$ cat config.mk
export PLATFORM = sky130hd
export DESIGN_NAME = full_adder_8bits
export DESIGN_NICKNAME = d
export VERILOG_FILES = /design/src/rtl/full_adder_8bits.sv
export SDC_FILE = /design/constraint.sdc
export NUM_CORES = 1
export LEC_CHECK = 0
export ABC_CLOCK_PERIOD_IN_PS = 6000
export CORE_MARGIN = 2
export CORE_UTILIZATION = 37
export CTS_CLUSTER_SIZE = 40
export DETAILED_ROUTE_END_ITERATION = 8
export HOLD_SLACK_MARGIN = 0.05
export PLACE_DENSITY_LB_ADDON = 0.3
export SETUP_SLACK_MARGIN = 0.05
export SYNTH_ARGS = -nofsm -noshare
export SYNTH_HDL_FRONTEND = slang
export SYNTH_HIERARCHICAL = 1
export SYNTH_SLANG_ARGS = --single-unit
$ cat constraint.sdc
create_clock -name clk -period 6 [get_ports clk]
set_clock_uncertainty 0.05 [all_clocks]
set_input_delay 1.2 -clock clk [delete_from_list [all_inputs] [get_ports clk]]
set_output_delay 1.2 -clock clk [all_outputs]
set_load 0.03 [all_outputs]
$ cat src/rtl/full_adder_8bits.sv
// Registered WIDTH-bit ripple-carry adder: {cout, sum} = s0 + s1 + cin, with
// signed-overflow and zero flags, one output register stage qualified by out_valid.

module full_adder_cell (
  input  logic a,
  input  logic b,
  input  logic ci,
  output logic s,
  output logic co
);

  assign s  = a ^ b ^ ci;
  assign co = (a & b) | (ci & (a ^ b));

endmodule

module full_adder_8bits #(
  parameter int WIDTH = 8
) (
  input  logic             clk,
  input  logic             rst,
  input  logic             in_valid,
  input  logic [WIDTH-1:0] s0,
  input  logic [WIDTH-1:0] s1,
  input  logic             cin,
  output logic [WIDTH-1:0] sum,
  output logic             cout,
  output logic             overflow,
  output logic             zero,
  output logic             out_valid
);

  logic [WIDTH:0]   carry;
  logic [WIDTH-1:0] sum_c;
  logic             cout_c;
  logic             ovf_c;

  assign carry[0] = cin;

  for (genvar i = 0; i < WIDTH; i++) begin : g_cell
    full_adder_cell u_cell (
      .a  (s0[i]),
      .b  (s1[i]),
      .ci (carry[i]),
      .s  (sum_c[i]),
      .co (carry[i+1])
    );
  end

  // Signed overflow: carry into the MSB disagrees with carry out of it.
  assign cout_c = carry[WIDTH];
  assign ovf_c  = carry[WIDTH] ^ carry[WIDTH-1];

  // NOTE: sequential state uses non-blocking assignments so every register
  // samples the pre-edge values; blocking here would create ordering races.
  // Results only load on in_valid, so X operands on idle cycles never reach
  // the outputs; an op sampled together with rst is dropped.
  always_ff @(posedge clk) begin
    if (rst) begin
      sum       <= '0;
      cout      <= 1'b0;
      overflow  <= 1'b0;
      zero      <= 1'b0;
      out_valid <= 1'b0;
    end else if (in_valid) begin
      sum       <= sum_c;
      cout      <= cout_c;
      overflow  <= ovf_c;
      zero      <= (sum_c == '0);
      out_valid <= 1'b1;
    end else begin
      out_valid <= 1'b0;
    end
  end

endmodule

==> results.ini, run 1 <==
[routing]
post_drt_wl_per_cell_microns=12.3
drc=0
vias=455
initialDrtViolationCount=3
wirelength_microns=1190
drtAntennaViolNets=0
firstDrtPassIters=2
via_per_inst=4.69

[timing]
layout_min_cycle_time_ns=5.20
finalSetupViolations=0
slew_violations=0
hold_viol_final=0
worst-slew-pin-transition_ns=0.656
finalCritPeriodShare_pct=86.7
fmax_ghz=0.192
hold_ws_ns=0.447
setup_tns_ns=0
max_slew_margin_pct=56.1
grt_setup_unrepaired=false

[die]
die-area_sq_mm=0.00194
start_util_pct=39.5
rows=14
io_pins=32
core_sq_mm=0.00151
die_height_microns=44.1
fp.dieW_microns=44.1

[finish]
final_nets=110
mostFrequentLayoutCells=31 x clkdlybuf4s50_1, 12 x dfxtp_1, 10 x nor2_1, 9 x mux2i_1, 8 x fa_1
antenna_cells=0
fill_cells=124
drive_above_1_share_pct=6.17
seq_area_sq_um=240
multiInputGateArea_sq_um=339
layout_commonest_cell=clkdlybuf4s50_1
areaGrowthSynthToFinish_pct=59.2

[critical_path]
worstRegToRegCells=2
path_cells=clkdlybuf4s50_1 > fa_1 > fa_1 > fa_1 > fa_1 > fa_1 > fa_1 > fa_1 > fa_1 > nor4_1 > a31o_2
cp_slowest_cell=fa_1
cp.required_ns=6.17
cp.arrival_ns=5.38
startpoint=s0[0]
crit_fanout=2
crit_top_cell=fa_1
path_class=primary input to flop
crit_path_start_kind=primary input
regToRegSetupSlack_ns=5.17
r2r-start=zero
critPathTopFamily=adder cells
endpoint_kind=flop
critPathMaxStageDelay_ns=0.47
cp_num_buf_inv=1
r2r_end=zero

[hold_path]
hp-start=sum[4]
hold_path_depth=2
hp-class=flop to flop
holdPathEnd=sum[4]

[global_routing]
grt_start_max_net_pins=14
antenna_found_initial=0
gr-usage-met1_pct=17.2
grt_pass1_vias=485
overflow=0
grt_pass1_wl_microns=1980
use_met3_pct=2.45
grt_busiest_layer=met2
grt.total_usage_pct=14.2
met2_usage_pct=23.2

[clock_tree]
root_buffer=clkbuf_4
cts_max_level=1
clk_pin_slew_worst_paths_ns=0.08
clock_latency_ns=0.27
cts_buffers=3
cts_buffer_depth=2
cts_setup_buffers=0
postCtsResizedCells=0
cts.sinks=12
cts_tree=yes
ctsHoldBuffers=0

[synthesis]
synthesis.area_sq_um=594
synthesis.nets=76
seq_area_frac_synth_pct=40.4
postSynthAreaPerCell_sq_um=12.4
ys_ff_latch=12
synth.distinct_cells=12
synth_cells=48
yosysWarnings=6

[placement]
gp_congestion=0.707
dp_hpwl_microns=939
portBuffers=31

[status]
status=completed

[pwr]
peakVddDrop_uv=123
power.leakage_uw=0.000378
power_density_mw_per_mm2=245
power.switching_uw=69.3
power_frac_comb_pct=32.5
clockPowerShare_pct=28.5
swShare_pct=29.9
pwr-share-seq_pct=39.0
internal_power_uw=163

[job]
cap_viol_max_count=0

## stage by stage
step / utilization (%) / setup WS, ns / power [uW] / instance area [sq um] / cells
2_1_floorplan: - / 1.08 / 134 / 594 / 48
3_3_place_gp: 60.4 / 0.518 / 168 / 910 / 93
3_5_place_dp: 60.4 / 0.497 / 169 / 910 / 93
4_1_cts: 62.8 / 0.784 / 234 / 946 / 97
5_1_grt: 62.8 / 0.679 / 245 / 946 / 97
6_report: 62.8 / 0.797 / 232 / 946 / 97
## worst max-delay path by stage
stage	endpoint	slack (ns)	cells past startpoint
after detailed placement	zero	0.50	11
after global routing	zero	0.68	11
after CTS	zero	0.78	11
final	zero	0.80	11
after floorplan	zero	1.08	10
after global placement	zero	0.52	11
## final cells by class
cell class / instances / area share, %
clock buffer: 4 / 3.84
multi-input combinational: 34 / 35.8
sequential: 12 / 25.4
tap: 16 / 2.12
timing repair buffer: 31 / 32.8
## power by group through the flow
stage | Clock [uW] | Sequential [uW] | Combinational, uW
CTS | 67.3 | 90.7 | 76.5
global route | 71.2 | 91.5 | 82.4
finish | 66.0 | 90.5 | 75.4
detailed placement | 0 | 92.6 | 76.1
floorplan | 0 | 107 | 27.1
global placement | 0 | 92.4 | 75.6
## routing by layer
metal | routed length [microns] | vias to the layer above
met2 | 552 | 18
li1 | - | 229
met5 | 0 | -
met3 | 97 | 2
met4 | 14 | 0
met1 | 527 | 206
## synthesized netlist by cell type
master    count  area (sq um)
a31o_2        1          8.76
buf_6         1          11.3
fa_1          8           160
dfxtp_1      12           240
xnor2_1       1          8.76
nor2_1       10          37.5
nor4_1        2          12.5
nor2b_1       1          6.26
clkbuf_1      1          3.75
mux2i_1       9          90.1
a211oi_1      1          7.51
nor3b_1       1          7.51
## worst reg2reg max path, delay by kind of cell, from the launching register on
kind	cells	cell delay, ns
and+or+nand+nor	1	0.13
DFF	1	0.32
AOI/OAI and AO/OA	1	0.23
## kinds of logic (layout without fill, tap and decap cells)
logic type               count (synthesis)  in the layout  share of synthesized area [%]
multiplexers                             9              9                           15.2
AND/OR/NAND/NOR                         14             14                           10.7
XOR/XNOR                                 1              1                           1.47
adder cells (fa/ha/maj)                  8              8                           26.9
buffers and inverters                    2             35                           2.53
flip-flops                              12             12                           40.4
AO/OA/AOI/OAI                            2              2                           2.74
## registers in the layout, summed over array words and instances (netlist names)
name / flops
cout: 1
out_valid: 1
zero: 1
overflow: 1
sum: 8
No activity file was read; power rests on OpenSTA's default activity.
==> inputs of run 2 (changes only) <==
--- a/config.mk
+++ b/config.mk
@@ -17,3 +17,4 @@
 export SYNTH_HDL_FRONTEND = slang
 export SYNTH_HIERARCHICAL = 1
 export SYNTH_SLANG_ARGS = --single-unit
+export TNS_END_PERCENT = 50
==> results of run 2 <==
Same layout as run 1: the final DEF is identical, and so are final timing and power.
